===== config.mk =====
export PLATFORM = sky130hd
export DESIGN_NAME = ring_rr_arbiter
export DESIGN_NICKNAME = d
export VERILOG_FILES = /design/src/rtl/ring_rr_arbiter.sv
export SDC_FILE = /design/constraint.sdc
export NUM_CORES = 1
export LEC_CHECK = 0
export CAP_MARGIN = 20
export CORE_AREA = 3 3 47 49
export CTS_BUF_LIST = sky130_fd_sc_hd__clkbuf_8
export DETAILED_ROUTE_END_ITERATION = 12
export DIE_AREA = 0 0 50 52
export PLACE_DENSITY = 0.74
export REMOVE_ABC_BUFFERS = 1
export SYNTH_ARGS = -nofsm -noshare
export SYNTH_HDL_FRONTEND = slang
export SYNTH_SLANG_ARGS = --single-unit

===== constraint.sdc =====
create_clock -name clk_i -period 3.2 [get_ports clk_i]
set_input_delay 0.48 -clock clk_i [delete_from_list [all_inputs] [get_ports clk_i]]
set_output_delay 0.48 -clock clk_i [all_outputs]
set_load 0.02 [all_outputs]

===== src/rtl/ring_rr_arbiter.sv =====
// rtl/ring_rr_arbiter.sv - round-robin arbiter with a one-hot rotating priority ring
//
// Purpose:
//   Shares one resource among N requesters. The priority pointer is a
//   one-hot ring. The grant is one-hot and registered. A grantee may hold
//   the grant for at most MAX_HOLD consecutive cycles before it is rotated away.
//
// Ports:
//   clk_i       clock; all state updates on the rising edge
//   reset_i     synchronous active-high reset
//   req_i       request vector, one bit per requester
//   gnt_o       registered one-hot grant, all-zero when idle
//   gnt_valid_o registered |gnt
//   gnt_id_o    index of the granted requester, 0 when idle
//   prio_o      one-hot ring pointer: the highest-priority index for the next pick
//   hold_cnt_o  cycles the current grant has been held (1..MAX_HOLD), 0 when idle
module ring_rr_arbiter #(
  parameter int N        = 4,
  parameter int MAX_HOLD = 8,
  localparam int IDW     = $clog2(N),
  localparam int HW      = $clog2(MAX_HOLD + 1)
) (
  input  logic           clk_i,
  input  logic           reset_i,
  input  logic [N-1:0]   req_i,
  output logic [N-1:0]   gnt_o,
  output logic           gnt_valid_o,
  output logic [IDW-1:0] gnt_id_o,
  output logic [N-1:0]   prio_o,
  output logic [HW-1:0]  hold_cnt_o
);

  typedef enum logic {IDLE, GRANT} state_t;

  state_t         state_q, state_d;
  logic [N-1:0]   gnt_q, gnt_d;
  logic           valid_q, valid_d;
  logic [IDW-1:0] id_q, id_d;
  logic [N-1:0]   prio_q, prio_d;
  logic [HW-1:0]  hold_q, hold_d;

  logic           rotate;
  logic [N-1:0]   prio_rot;
  logic [N-1:0]   sel_prio;
  logic [IDW:0]   pick;
  logic           found;
  logic [IDW-1:0] win;

  // Circular scan starting at the set bit of p. Returns {found, index}.
  // Iterating from the farthest offset down lets the nearest hit overwrite.
  function automatic logic [IDW:0] rr_pick(input logic [N-1:0] p, input logic [N-1:0] r);
    logic [IDW:0] res;
    int start;
    int j;
    res   = '0;
    start = 0;
    for (int i = 0; i < N; i++) begin
      if (p[i]) start = i;
    end
    for (int k = N - 1; k >= 0; k--) begin
      j = (start + k) % N;
      if (r[j]) res = {1'b1, IDW'(j)};
    end
    return res;
  endfunction

  always_comb begin
    // Release or hold expiry both move the ring one past the grantee, and the
    // re-selection in the same edge already uses the moved ring.
    rotate   = (state_q == GRANT) && (!req_i[id_q] || (hold_q == HW'(MAX_HOLD)));
    prio_rot = {gnt_q[N-2:0], gnt_q[N-1]};
    sel_prio = rotate ? prio_rot : prio_q;
    pick     = rr_pick(sel_prio, req_i);
    found    = pick[IDW];
    win      = pick[IDW-1:0];
  end

  always_comb begin
    state_d = state_q;
    gnt_d   = gnt_q;
    valid_d = valid_q;
    id_d    = id_q;
    prio_d  = prio_q;
    hold_d  = hold_q;
    case (state_q)
      IDLE: begin
        if (found) begin
          state_d = GRANT;
          gnt_d   = {{(N-1){1'b0}}, 1'b1} << win;
          valid_d = 1'b1;
          id_d    = win;
          hold_d  = HW'(1);
        end
      end
      GRANT: begin
        if (rotate) begin
          prio_d = prio_rot;
          if (found) begin
            gnt_d   = {{(N-1){1'b0}}, 1'b1} << win;
            valid_d = 1'b1;
            id_d    = win;
            hold_d  = HW'(1);
          end else begin
            state_d = IDLE;
            gnt_d   = '0;
            valid_d = 1'b0;
            id_d    = '0;
            hold_d  = '0;
          end
        end else begin
          hold_d = hold_q + HW'(1);
        end
      end
      default: state_d = IDLE;
    endcase
  end

  always_ff @(posedge clk_i) begin
    if (reset_i) begin
      state_q <= IDLE;
      gnt_q   <= '0;
      valid_q <= 1'b0;
      id_q    <= '0;
      prio_q  <= {{(N-1){1'b0}}, 1'b1};
      hold_q  <= '0;
    end else begin
      state_q <= state_d;
      gnt_q   <= gnt_d;
      valid_q <= valid_d;
      id_q    <= id_d;
      prio_q  <= prio_d;
      hold_q  <= hold_d;
    end
  end

  assign gnt_o       = gnt_q;
  assign gnt_valid_o = valid_q;
  assign gnt_id_o    = id_q;
  assign prio_o      = prio_q;
  assign hold_cnt_o  = hold_q;

endmodule


==> flow_summary.json <==
{
  "rsz0062_at_grt": "no",
  "grtUsageTotal_pct": 18.9,
  "yosys.area.top_type_share_pct": 34.9,
  "num_vias": 904,
  "hp-class": "reg -> reg",
  "cts_made_buffers": 3,
  "end_kind": "flip-flop",
  "grt_pass1_vias": 857,
  "hpwlAfterDp_mm": 1.70,
  "holdPathStages": 1,
  "slowest_delay_ns": 0.48,
  "synth_compound_area_share_pct": 20.0,
  "wl_per_cell_um": 13.5,
  "path_buf_inv": 3,
  "instances_no_fill": 165,
  "synth_commonest_cells": "21 x nor2_1, 16 x dfxtp_1, 9 x mux2i_1",
  "synth_seq_area_share_pct": 34.9,
  "synth_top_family_by_area": "simple AND/OR/NAND/NOR gates",
  "first_iter_violations": 13,
  "synth_mux_area_share_pct": 12.7,
  "ir_worst_vdd_uv": 434,
  "yosys_register_bits": 16,
  "regToRegSetupSlack_ns": 0.47,
  "ioPinCount": 21,
  "synth-adder-area-share_pct": 2.72,
  "drc": 0,
  "gp_congestion": 0.791,
  "drt_wl_total_mm": 2.23,
  "viasPerCell": 5.48,
  "power_mw": 0.579,
  "areaGrowthSynthToFinish_pct": 38.7,
  "path_max_fanout": 7,
  "netlist_instances": 106,
  "detail-route-antenna-nets": 0,
  "finalSetupViolCount": 0,
  "synth_top_cell_by_area": "dfxtp_1",
  "cts_setup_buffers": 0,
  "r2r_end": "gnt_o[1]",
  "reg2regPathDepth": 12,
  "clkLatencyLatePin_ns": 0.25,
  "cp_top_family": "buffers and inverters",
  "cp.arrival_ns": 2.99,
  "placementRows": 16,
  "grt_pass1_wl_mm": 3.77,
  "syn_area_um2": 918,
  "htreeDepth": 1,
  "multi_input_area_um2": 567,
  "critPathKind": "in -> reg",
  "rr_startpoint": "hold_cnt_o[0]",
  "start_kind": "input port",
  "n_fill_cell": 165,
  "worst_clock_skew_ns": 0.00216,
  "die_h_um": 52,
  "powerDensity_mw_per_mm2": 455,
  "portBuffers": 20,
  "cts_root_buffer": "clkbuf_8",
  "synth_edf_count": 0,
  "synth.area.top_cells": "dfxtp_1 35%, mux2i_1 9.8%, nor2_1 8.6%",
  "tightest_slew_ns": 0.556,
  "whs_ns": 0.466,
  "worst_slack_ns": 0.403,
  "whs_endpoint": "prio_o[0]",
  "grt_antenna_before_repair": 0,
  "overflow": 0,
  "cts_hold_buffers": 0,
  "hold_viol_final": 0,
  "crit_slowest_cell": "clkdlybuf4s50_1",
  "syn_area_per_cell_um2": 8.66,
  "initial_utilization_pct": 48.3,
  "clock_path_buffers": 2,
  "critPathRequiredTime_ns": 3.39,
  "relSlewSlack_pct": 62.7,
  "status": "completed",
  "crit_chain": "clkdlybuf4s50_1, mux2_4, nor3_2, a311oi_4, buf_4, mux2i_1, buf_4, mux2i_1, o22ai_1, nor4_4, a32o_1",
  "yosys.area_share.simple_pct": 26.3,
  "die_w_um": 50,
  "dp.cells": 161,
  "clkSinkCount": 16,
  "finalCritPeriodShare_pct": 87.4,
  "fmax_mhz": 358,
  "fin_crit_ns": 2.80,
  "clk_pin_slew_worst_paths_ns": 0.07,
  "regArea_um2": 320,
  "timing.max_cap.violations": 0,
  "n_antenna_cell": 0,
  "pre_cts_ws_ns": 0.145,
  "tritoncts": "yes",
  "die-area_mm2": 0.00260,
  "nets": 147,
  "yosysMostFrequentCell": "nor2_1",
  "drive_gt1_share_pct": 15.2,
  "synthXorXnorAreaFrac_pct": 0,
  "synthFlopType": "dfxtp_1",
  "grt_max_degree": 14,
  "cts_resized": 0,
  "slew_violations": 0,
  "core_area_mm2": 0.00190,
  "ys_warn_count": 0,
  "p_leak_nw": 0.517,
  "dr.pass1.iters": 4,
  "setup_tns_ns": 0,
  "synth_cell_type_count": 36,
  "worstHoldStart": "prio_o[0]",
  "async_reset_ff_share_pct": 0
}
[power breakdown]
part           switching [mW]  total (mW)  leakage, nW  internal [mW]
clock network          0.0728       0.182       0.0288          0.109
registers              0.0170       0.230        0.131          0.213
logic                  0.0853       0.167        0.357         0.0817
total                   0.175       0.579        0.517          0.404
[cell usage in the layout (no fill, tap or decap), types with 2 or more instances in the layout]
cell,synthesis,routed
nor2_1,21,21
clkdlybuf4s50_1,0,20
dfxtp_1,16,16
buf_4,0,10
mux2i_1,9,9
a21oi_1,7,7
inv_1,6,6
nand2_1,6,6
clkbuf_8,0,4
nor4_1,3,3
o21ai_0,3,3
nand3b_1,2,2
nor2b_1,2,2
nor3_1,2,2
o21ai_1,2,2
a32o_1,2,2
a22oi_1,2,2
ha_1,2,2
[cell families (layout without fill, tap and decap cells)]
group                    count (synthesis)  in the layout
buffers and inverters                    8             40
adder cells (fa/ha/maj)                  2              2
AO/OA/AOI/OAI                           24             24
multiplexers                            11             11
flip-flops                              16             16
AND/OR/NAND/NOR                         45             45
[registers in the layout, indices dropped and copies added (netlist names)]
register	count
gnt_id_o	2
gnt_o	4
gnt_valid_o	1
hold_cnt_o	4
prio_o	4
state_q	1
[stage by stage]
step,util [%],area [um2]
2_1_floorplan,-,910
3_3_place_gp,64.1,1220
3_5_place_dp,64.1,1220
4_1_cts,67.0,1270
5_1_grt,67.0,1270
6_report,67.0,1270
[final cells by class]
cell class              instances  share of cell area [%]
inverters                       6                    1.77
flip-flops and latches         16                    25.1
clock buffers                   4                    4.32
multi-input cells              82                    44.5
well taps                      27                    2.65
repair buffers                 30                    21.6
[worst max path at each step]
stage / from / cells after the start / endpoint
finish: req_i[0] / 11 / gnt_o[1]
global route: req_i[0] / 10 / gnt_o[1]
CTS: req_i[0] / 11 / gnt_o[1]
detailed placement: req_i[0] / 10 / gnt_o[1]
global placement: req_i[0] / 10 / gnt_o[1]
floorplan: hold_cnt_o[0] / 10 / gnt_o[1]
[layer usage]
| layer | vias up | wire (um) | global-route usage, % |
|---|---|---|---|
| met5 | - | 0 | 0 |
| met4 | 0 | 8 | 3.23 |
| met3 | 2 | 100 | 3.15 |
| met2 | 26 | 1120 | 35.0 |
| met1 | 426 | 1000 | 22.9 |
| li1 | 450 | - | - |
No activity file was read; power rests on OpenSTA's default activity.
